--- src/rtl/wam_tap_dbc.sv ---
// rtl/wam_tap_dbc.sv - debounced tap detector for the mole switches
// Synchronises raw switches, samples them on a slow tick, and emits one pulse per accepted toggle.
module wam_tap_dbc #(
  parameter int N       = 8,
  parameter int SMP_DIV = 5_000_000,
  parameter int STABLE  = 2
) (
  input  logic         clk,
  input  logic         clr,
  input  logic         en,
  input  logic [N-1:0] sw,
  output logic [N-1:0] tap,
  output logic         tap_any,
  output logic [N-1:0] lvl,
  output logic         tick
);

  localparam int            DW       = $clog2(SMP_DIV);
  localparam logic [DW-1:0] DIV_LAST = DW'(SMP_DIV - 1);
  localparam logic [3:0]    STB      = 4'(STABLE);

  localparam logic [0:0] S_INIT = 1'b0;
  localparam logic [0:0] S_RUN  = 1'b1;

  logic [N-1:0]  s1;
  logic [N-1:0]  s2;
  logic [DW-1:0] div;
  logic [0:0]    state;
  logic [3:0]    cnt [N];

  always_ff @(posedge clk or negedge clr) begin
    if (!clr) begin
      s1 <= '0;
      s2 <= '0;
    end else begin
      s1 <= sw;
      s2 <= s1;
    end
  end

  // tick is registered, so it is high while div has just wrapped to 0
  always_ff @(posedge clk or negedge clr) begin
    if (!clr) begin
      div  <= '0;
      tick <= 1'b0;
    end else begin
      tick <= (div == DIV_LAST);
      div  <= (div == DIV_LAST) ? '0 : div + DW'(1);
    end
  end

  // INIT adopts the current switch levels so switches left up at power-on never tap
  always_ff @(posedge clk or negedge clr) begin
    if (!clr) begin
      state <= S_INIT;
      lvl   <= '0;
      tap   <= '0;
      for (int i = 0; i < N; i++) cnt[i] <= '0;
    end else begin
      tap <= '0;
      if (tick) begin
        if (state == S_INIT) begin
          lvl   <= s2;
          state <= S_RUN;
        end else begin
          for (int i = 0; i < N; i++) begin
            if (s2[i] == lvl[i]) begin
              cnt[i] <= '0;
            end else if (cnt[i] + 4'd1 < STB) begin
              cnt[i] <= cnt[i] + 4'd1;
            end else begin
              lvl[i] <= s2[i];
              cnt[i] <= '0;
              tap[i] <= en;
            end
          end
        end
      end
    end
  end

  assign tap_any = |tap;

endmodule
--- config.mk ---
export PLATFORM = sky130hd
export DESIGN_NAME = wam_tap_dbc
export DESIGN_NICKNAME = d
export VERILOG_FILES = /design/src/rtl/wam_tap_dbc.sv
export SDC_FILE = /design/constraint.sdc
export NUM_CORES = 1
export LEC_CHECK = 0
export BUFFER_PORTS_ARGS = -buffer_cell sky130_fd_sc_hd__clkbuf_2
export CORE_MARGIN = 5
export CORE_UTILIZATION = 50
export CTS_CLUSTER_DIAMETER = 40
export DETAILED_ROUTE_END_ITERATION = 8
export MAX_ROUTING_LAYER = met4
export PLACE_DENSITY = 0.68
export SKIP_LAST_GASP = 1
export SYNTH_ARGS = -nofsm -noshare
export SYNTH_HDL_FRONTEND = slang
export SYNTH_SLANG_ARGS = --single-unit
--- constraint.sdc ---
create_clock -name clk -period 2.98 [get_ports clk]
set_input_delay 0.894 -clock clk [delete_from_list [all_inputs] [get_ports clk]]
set_output_delay 0.894 -clock clk [all_outputs]
set_load 0.01 [all_outputs]
==> results.json <==
{
  "nets": 373,
  "ioPinCount": 29,
  "final_cell_mix": "dfrtp_1 (89), clkbuf_2 (27), and2_1 (25)",
  "post_cts_buffers": 0,
  "end_kind": "flop",
  "rr_startpoint": "div[15]",
  "start_kind": "flop",
  "crit_fanout": 10,
  "htreeDepth": 3,
  "min_from": "s1[7]",
  "status": "finished, final reports clean",
  "via_count": 2459,
  "gr-total-overflow": 0,
  "arrival_ns": 2.46,
  "area_growth_pct": 13.6,
  "clock-sinks": 89,
  "ys_seq_area_share_pct": 59.2,
  "diodes": 0,
  "gp_congestion": 0.761,
  "drt_pre_antenna_iters": 4,
  "start_util_pct": 51.6,
  "drive_above_1_share_pct": 18.7,
  "post_cts_resized": 0,
  "dieWidth_microns": 96.7,
  "slew_headroom_pct": 38.0,
  "drt-initial-drc-count": 118,
  "drcViolationCount": 0,
  "antenna_found_initial": 0,
  "viasPerCell": 5.38,
  "layout_min_cycle_time_ns": 2.26,
  "tightest_slew_ns": 0.922,
  "synth_area_leader_cell": "dfrtp_1",
  "grt_pass1_wl_mm": 12.0,
  "dpl.hpwl_mm": 4.48,
  "async_flop_share_pct": 100,
  "synthTopCellsByArea": "dfrtp_1 (59%), xnor2_1 (4.7%), and2_1 (4.2%), ha_1 (3.0%), nor3_1 (2.8%)",
  "ir_worst_vdd_mv": 0.314,
  "drt-total-wl_mm": 6.67,
  "rsz0062_at_grt": "false",
  "setup_ws_ns": 0.724,
  "clk_latency_ns": 0.34,
  "synth_nets": 336,
  "yosysWarnings": 0,
  "core_area_sq_um": 7290,
  "synth_cells": 316,
  "power.internal_uw": 1750,
  "synth-edff-count": 0,
  "fmax_mhz": 443,
  "setup_violations": 0,
  "hp-class": "reg2reg",
  "grt_pass1_vias": 2606,
  "cts_buffers": 9,
  "dp_worst_setup_slack_ns": 0.704,
  "hold_slack_ns": 0.353,
  "synth.ff_latch_count": 89,
  "synthDistinctLibCells": 38,
  "ctsHoldBuffers": 0,
  "p_switching_uw": 433,
  "ant_nets": 0,
  "swShare_pct": 19.9,
  "grt_start_max_net_pins": 63,
  "comb_power_share_pct": 1.8,
  "drv_cap": 0,
  "synth_ff_type": "dfrtp_1",
  "wl_per_cell_microns": 14.6,
  "final_util_pct": 58.6,
  "die_area_sq_um": 9360,
  "powerDensity_nw_per_um2": 510,
  "criticalPathCategory": "reg2reg",
  "cp-startpoint": "div[15]",
  "skew_ns": 0.00825,
  "fin_setup_tns_ns": 0,
  "pwr-share-seq_pct": 56.0,
  "synth_area_sq_um": 3760,
  "cts_root_buf": "clkbuf_8",
  "clk_path_buf_depth": 2,
  "die_h_microns": 96.7,
  "syn_avg_cell_area_sq_um": 11.9,
  "final-hold-violation-count": 0,
  "p_clk_share_pct": 42.2,
  "slew_violations": 0,
  "num_rows": 31,
  "yosysTopAreaCellShare_pct": 59.2,
  "cts.reportedPaths.clkPinSlew_ns": 0.08,
  "cts_tree": "yes",
  "grtUsageTotal_pct": 16.0,
  "numPortBuffers": 28,
  "power.leakage_uw": 0.00202,
  "worst_ep_required_time_ns": 3.18,
  "final_common_cell": "dfrtp_1",
  "timing.final.crit_share_pct": 75.7
}
## through the flow
step | total power (uW) | area, sq um | std cells
finish | 2180 | 4280 | 457
CTS | 2210 | 4280 | 457
global route | 2270 | 4280 | 457
global placement | 1290 | 4050 | 441
detailed placement | 1290 | 4050 | 441
floorplan | 1250 | 3760 | 316
## worst max-delay path: stages, from the launching register on
cell,delay (ns)
dfrtp_1,0.44
or4b_1,0.52
or4_4,0.46
nor4_4,0.59
nor2_1,0.11
## area by class of cell
| class | count | area, sq um |
|---|---|---|
| fillers | 652 | 3020 |
| flip-flops and latches | 89 | 2230 |
| multi-input cells | 218 | 1500 |
| repair buffers | 31 | 178 |
| clock buffers | 12 | 155 |
| well taps | 99 | 124 |
| clock inverters | 4 | 75.1 |
| inverters | 4 | 15.0 |
## worst paths after layout
path,to,slack (ns),cells past startpoint
max,div[9],0.72,4
min,s2[7],0.35,0
max reg2reg,div[9],0.72,4
min reg2reg,s2[7],0.35,0
max in group asynchronous,div[6],1.88,2
min in group asynchronous,s2[6],0.45,1
## flip-flops by register name, summed over array words and instances, names as in the netlist
name / cells
s1: 8
cnt: 32
tap: 8
state: 1
lvl: 8
div: 23
tick: 1
s2: 8
## logic make-up (layout without fill, tap and decap cells)
kind of cell | count (synthesis) | count (layout) | synth area share [%]
and+or+nand+nor | 133 | 133 | 19.9
DFF | 89 | 89 | 59.2
AOI/OAI and AO/OA | 41 | 41 | 8.31
xor gates and xnor gates | 27 | 27 | 6.29
adders and majority gates | 9 | 9 | 2.99
buffers and inverters | 9 | 51 | 0.898
muxes | 8 | 8 | 2.39
## synthesized netlist by cell type, types with 2 or more instances
cell,number
nand3b_1,3
and4_1,3
nand3_1,13
mux2_2,8
dfrtp_1,89
inv_1,4
and3_1,6
nor3_1,21
o31ai_1,4
xor2_1,7
nand2_1,10
o221ai_1,4
nor2_1,22
a21bo_2,3
and2_1,25
a211oi_1,2
a21boi_0,4
o22ai_1,5
a41oi_1,3
xnor2_1,20
nand4_1,4
nand2b_1,5
clkbuf_1,5
a22o_1,7
or2_2,7
a21oi_1,6
nor4_1,7
ha_1,9
## power groups by stage
stage,combinational [uW],sequential (uW),clock (uW)
floorplan,5.95,1250,0
global placement,40.3,1250,0
detailed placement,40.7,1250,0
CTS,40.9,1220,948
global route,45.7,1220,1000
finish,38.4,1220,920
## routing by layer
layer  global-route usage (%)  vias up  part of all wire [%]
met5                        -        -                     0
met4                     6.16        0                   1.3
met3                     3.31        9                   3.0
met2                     24.7       34                    47
met1                     20.9     1204                    49
li1                         -     1212                     -
Note: power is estimated with default switching activity, not from simulation.
